<file path="src/rtl/mem_byte_seq_pkg.sv">
// mem_byte_seq_pkg: shared encodings for the byte-serial load/store sequencer.
package mem_byte_seq_pkg;
   localparam logic [1:0] RW_NONE  = 2'b00;
   localparam logic [1:0] RW_LOAD  = 2'b01;
   localparam logic [1:0] RW_STORE = 2'b10;
   localparam logic [1:0] SIZE_B = 2'b00;
   localparam logic [1:0] SIZE_H = 2'b01;
   localparam logic [1:0] SIZE_W = 2'b10;
   localparam logic [31:0] ZeroWord = 32'h0;
   localparam logic [7:0] ZeroByte = 8'h0;
   typedef enum logic [1:0] {ST_IDLE, ST_LOAD, ST_STORE, ST_DONE} state_t;
   function automatic logic [2:0] size_bytes(input logic [1:0] size);
      return size == SIZE_B ? 3'd1 : size == SIZE_H ? 3'd2 : 3'd4;
   endfunction
endpackage

</file>
<file path="src/rtl/mem_byte_seq_load_ext.sv">
// mem_load_ext: sign/zero extension of an assembled little-endian load result.
module mem_load_ext
   import mem_byte_seq_pkg::*;
(
   input  logic [31:0] raw,
   input  logic [1:0]  size,
   input  logic        sgn,
   output logic [31:0] ext
);
   always_comb
      ext = size == SIZE_B ? {{24{sgn & raw[7]}}, raw[7:0]} :
            size == SIZE_H ? {{16{sgn & raw[15]}}, raw[15:0]} : raw;
endmodule

</file>
<file path="src/rtl/mem_byte_seq.sv">
// mem_byte_seq: byte-serial load/store sequencer between MEM stage and memory controller.
// Optional MEM_SEQ_ALIGN_CHECK_EN: misaligned half/word faults instead of being performed.
module mem_byte_seq
   import mem_byte_seq_pkg::*;
(
   input  logic        clk,
   input  logic        rst,
   input  logic        req_valid,
   input  logic [1:0]  req_rw,
   input  logic [31:0] req_addr,
   input  logic [1:0]  req_size,
   input  logic        req_signed,
   input  logic [31:0] req_wdata,
   output logic [1:0]  rw_to_ctrl,
   output logic [31:0] addr_to_ctrl,
   output logic [7:0]  data_to_ctrl,
   input  logic [7:0]  data_from_ctrl,
   output logic        stall_req,
   output logic        done,
   output logic [31:0] rdata,
   output logic        misalign
);
   state_t state, state_nxt;
   logic [2:0] k, k_nxt, n;
   logic [1:0] idx;
   logic [31:0] base, wdata, result, ext;
   logic [1:0] size;
   logic sgn, is_load, mis, accept, misal;

   assign accept = req_valid && (req_rw == RW_LOAD || req_rw == RW_STORE);
`ifdef MEM_SEQ_ALIGN_CHECK_EN
   assign misal = (req_size == SIZE_H && req_addr[0]) || (req_size[1] && req_addr[1:0] != 2'b00);
`else
   assign misal = 1'b0;
`endif
   assign n = size_bytes(size);
   // byte k-1 arrives the cycle after it was addressed
   assign idx = k[1:0] - 2'd1;

   mem_load_ext u_ext (.raw(result), .size(size), .sgn(sgn), .ext(ext));

   always_ff @(posedge clk) begin
      if (rst) begin
         state <= ST_IDLE;
         k <= 3'd0;
      end else begin
         state <= state_nxt;
         k <= k_nxt;
      end
   end

   always_ff @(posedge clk) begin
      if (rst) begin
         base <= ZeroWord;
         wdata <= ZeroWord;
         result <= ZeroWord;
         size <= SIZE_B;
         sgn <= 1'b0;
         is_load <= 1'b0;
         mis <= 1'b0;
      end else begin
         if (state == ST_IDLE && accept) begin
            base <= req_addr;
            wdata <= req_wdata;
            result <= ZeroWord;
            size <= req_size;
            sgn <= req_signed;
            is_load <= req_rw == RW_LOAD;
            mis <= misal;
         end
         if (state == ST_LOAD && k != 3'd0)
            result[{idx, 3'b000} +: 8] <= data_from_ctrl;
      end
   end

   always_comb begin
      state_nxt = state;
      k_nxt = k;
      rw_to_ctrl = RW_NONE;
      addr_to_ctrl = ZeroWord;
      data_to_ctrl = ZeroByte;
      done = 1'b0;
      rdata = ZeroWord;
      misalign = 1'b0;
      case (state)
         ST_IDLE: begin
            k_nxt = 3'd0;
            if (accept)
               state_nxt = misal ? ST_DONE : req_rw == RW_LOAD ? ST_LOAD : ST_STORE;
         end
         ST_STORE: begin
            rw_to_ctrl = RW_STORE;
            addr_to_ctrl = base + {29'd0, k};
            data_to_ctrl = wdata[{k[1:0], 3'b000} +: 8];
            k_nxt = k + 3'd1;
            state_nxt = k == n - 3'd1 ? ST_DONE : ST_STORE;
         end
         ST_LOAD: begin
            rw_to_ctrl = k < n ? RW_LOAD : RW_NONE;
            addr_to_ctrl = k < n ? base + {29'd0, k} : ZeroWord;
            k_nxt = k + 3'd1;
            state_nxt = k < n ? ST_LOAD : ST_DONE;
         end
         default: begin
            done = 1'b1;
            misalign = mis;
            rdata = is_load && !mis ? ext : ZeroWord;
            state_nxt = ST_IDLE;
         end
      endcase
      stall_req = state == ST_LOAD || state == ST_STORE || (state == ST_IDLE && accept);
   end
endmodule
</file>
<file path="config.mk">
export PLATFORM = sky130hd
export DESIGN_NAME = mem_byte_seq
export DESIGN_NICKNAME = d
export VERILOG_FILES = /design/src/rtl/mem_byte_seq_pkg.sv /design/src/rtl/mem_byte_seq_load_ext.sv /design/src/rtl/mem_byte_seq.sv
export SDC_FILE = /design/constraint.sdc
export NUM_CORES = 1
export LEC_CHECK = 0
export CORE_ASPECT_RATIO = 1.5
export CORE_MARGIN = 5
export CORE_UTILIZATION = 48
export CTS_CLUSTER_DIAMETER = 120
export DETAILED_ROUTE_END_ITERATION = 8
export GPL_ROUTABILITY_DRIVEN = 0
export PLACE_DENSITY = 0.81
export SLEW_MARGIN = 20
export SYNTH_ARGS = -nofsm -noshare
export SYNTH_HDL_FRONTEND = slang
export SYNTH_SLANG_ARGS = --single-unit
</file>
<file path="constraint.sdc">
create_clock -name clk -period 3.4 [get_ports clk]
set_input_delay 0.68 -clock clk [delete_from_list [all_inputs] [get_ports clk]]
set_output_delay 0.68 -clock clk [all_outputs]
set_load 0.005 [all_outputs]
</file>
==> impl_results.md <==
- WHS Endpoint: wdata[26]
- Cell area after synthesis: around 5400 um^2
- Maximum net fanout on the critical path: 6
- Core region area: 11000 um^2
- Count of unresolved DRC violations after routing: 0
- Pin count of the biggest net entering global routing: approximately 110
- Number of vias in the routed layout: between 5000 and 6000
- Start-to-end type of the worst setup path: reg -> out
- Main flop type after synthesis: dfxtp_1
- Library cell with the largest summed area after synthesis: dfxtp_1
- Maximum frequency from static timing analysis: between 200 and 300 MHz
- DP Cell Count: a little under 1000
- Antenna diode instance count: 0
- Number of global-route vias before repair: 5603
- R2R Path End: result[24]
- Critical path's slowest cell: clkdlybuf4s50_1
- Wire length of the first global-routing pass: between 20000 and 30000 um
- Launch point of the worst reg-to-reg path: k[0]
- Initial cell density of the core: 0.490
- Worst-Skew Late Latency: around 340 ps
- Post-route non-filler standard cell count: approximately 1000
- Number of primary I/O pins: approximately 160
- Net count after synthesis: between 800 and 900
- Total power consumption of the routed design: ~3.6 mW
- Most common cell in the synthesized netlist: nand2_1
- Critical path required time: roughly 2700 ps
- Synth top area cells: dfxtp_1 (39%), nand2_1 (11%), a21oi_1 (9.8%)
- Cells along the critical path: inv_1, nand2_1, ha_1, nor2b_1, o21a_1, nor3_4, a21oi_4, buf_4, nor2_1, clkdlybuf4s50_1
- Post-placement setup slack: -2.34 ps
- Worst voltage drop across the vdd grid: between 0.0003 and 0.0004 V
- Final critical-path share of the clock period: 0.985
- Delay contributed by the slowest stage of the critical path: approximately 500 ps
- Start point of the worst min-delay path: wdata[26]
- Instance count of the mapped netlist: between 700 and 800
- Depth of the worst register-to-register path: 8
- Cell types with the highest counts after synthesis: nand2_1 (151), a21oi_1 (105), dfxtp_1 (105), nor2_1 (61), clkbuf_1 (35)
- Max_cap viols: 0
- Final Util: 0.685
- Overall routed net length: around 16000 um
- Power per unit of standard cell area: approximately 480 nW/um^2
- Number of standard-cell rows in the floorplan: 47
- Detailed-route wire length per cell: around 16 um
- Number of enable flip-flop cells after synthesis: 0
- Netlist cell types: 40
- Clock Tree Root: clkbuf_16
- Die width: about 97 um
- Flip-flop and latch count after synthesis: around 110
- Number of inserted filler cells in the final layout: between 900 and 1000
- Setup slack after layout: 52.3 ps
- Element type at the critical path end: primary output
- Buffers on Ports: approximately 160
- Outcome: completed
- Number of clock buffers inserted by TritonCTS: 9
- Mean area per synthesized cell: between 7 and 8 um^2
- Setup slack on the worst flop-to-flop path: around 1400 ps
- Number of antenna violations at the first check in global routing: 0
- Worst max-slew margin expressed relative to the limit: 0.303
- Fraction of synthesis flops using an asynchronous set or reset pin: 0
- Final HPWL from detailed placement: around 12000 um
- Maximum clock insertion buffer count: 2
- Syn-to-layout area delta: 39.9%
- Setup violations, final: 0
- Count of warnings emitted by yosys: 0
- Chip height: between 100 and 150 um
- Final-report hold violation count: 0
- Period minus WS final: ~3300 ps
- H-tree Lvls: 3
- Share of the synthesized area in the top cell type: 0.390
- Share of cells above drive strength 1: 0.0798
- Hold-fix buffer count after cts: 0
- Tot GR Track Use: 0.246
- Number of cells on the worst hold path: 2
- Part of the Yosys area used for sequential elements: 0.390
- Post-detailed-route count of antenna-violating nets: 0
- Remaining Overflow, GRT: 0
- Max-slew violation total from the final report: 0
- Via-per-instance ratio: around 5.5
- Kind of start point of the critical path: register
- Final setup skew: approximately 5.7 ps
- Number of design-rule violations left by the first detailed-router iteration: 260
- Number of nets in the finished design: between 900 and 1000
- Slew @ Worst Pin: between 1000 and 1500 ps
- Clock tree from TritonCTS: yes
- Number of iterations in the first detailed-routing pass: 5
- Pleak: roughly 3.0 nW
- Clock Pin Slew Worst Setup and Hold Paths: approximately 70 ps
- HP Class: reg -> reg
- Final setup TNS: 0 ps
- RSZ-0062 raised after global routing: true
- Arr. time, crit path: approximately 2700 ps
- Total die area: between 10000 and 15000 um^2
- Count of clock tree sinks: approximately 110
[worst max-delay path: cells and delay by family, from the launching register on]
kind                     cells  cell delay [ps]
AND/OR/NAND/NOR              4              620
flip-flops                   1              330
AO/OA/AOI/OAI                2              310
buffers and inverters        3              780
adder cells (fa/ha/maj)      1              270
[worst max path at each step]
stage	startpoint	endpoint	slack [ps]	cells after the start
floorplan	k[1]	addr_to_ctrl[12]	360	9
global placement	size[1]	addr_to_ctrl[6]	110	10
detailed placement	size[1]	addr_to_ctrl[8]	-2	10
CTS	k[2]	addr_to_ctrl[13]	20	8
global route	size[1]	addr_to_ctrl[24]	-50	10
finish	size[1]	addr_to_ctrl[7]	50	10
[metal layers]
layer | part of all wire | track usage
met1 | 0.37 | 0.267
met2 | 0.53 | 0.437
met3 | 0.055 | 0.0427
met4 | 0.045 | 0.140
met5 | 0 | 0
[registers in the layout (all words and copies together), names as in the netlist]
name,cells
result,32
base,32
sgn,1
k,3
state,2
wdata,32
size,2
is_load,1
[area by class of cell]
| type | instances | area, um^2 | share of cell area |
|---|---|---|---|
| Clock buffer | 10 | 239 | 0.0317 |
| Clock inverter | 5 | 32.5 | 0.00432 |
| Inverter | 29 | 109 | 0.0144 |
| Multi-Input combinational cell | 523 | 3070 | 0.407 |
| Sequential cell | 105 | 2100 | 0.279 |
| Tap cell | 147 | 184 | 0.0244 |
| Timing Repair Buffer | 180 | 1800 | 0.238 |
[cells in the final DEF (no fill, tap or decap), types with 2 or more instances in the layout]
cell	instances
and2_1	14
a21oi_1	104
a211oi_1	2
clkbuf_16	9
a22oi_1	24
nor3_4	2
nor2_1	61
nand2_1	151
dfxtp_1	103
ha_2	2
inv_1	29
o21a_1	9
nor2b_1	11
ha_1	15
xor2_1	27
clkinv_2	2
nand3_2	2
dfxtp_2	2
nand4_1	13
and3_1	16
nand3_1	27
xnor2_1	2
o21ai_0	4
and4_1	8
dlymetal6s2s_1	18
clkdlybuf4s50_1	135
clkinvlp_4	3
mux4_2	8
a21oi_4	2
buf_4	24
[power by group]
group          leakage, nW  internal (mW)  switching (mW)
Sequential           0.854           1.35           0.104
Combinational         2.04          0.538           0.704
Clock                0.126          0.509           0.442
Total                 3.02           2.40            1.25
[stage by stage]
stage | hold slack [ps] | instance area (um^2)
after floorplan | 433 | 5390
after global routing | 478 | 7540
after CTS | 459 | 7420
after detailed placement | 449 | 7070
final | 458 | 7540
after global placement | 441 | 7070
[cells by family (layout without fill, tap and decap cells)]
family / Yosys count / after routing / share of synthesized area
AOI/OAI and AO/OA: 151 / 153 / 0.160
xor gates and xnor gates: 29 / 29 / 0.0471
adders and majority gates: 19 / 19 / 0.0455
buffers and inverters: 78 / 224 / 0.0583
DFF: 105 / 105 / 0.390
muxes: 8 / 8 / 0.0334
other: 1 / 1 / 0.000696
and+or+nand+nor: 313 / 313 / 0.265
[repair_timing]
action                                  CTS  global route
cloned                                    2             0
buffers inserted                          3             3
pin swaps                                 2             1
resized for setup                        11            24
endpoints found under the setup margin   32            28
(Power assumes the default switching activity.)
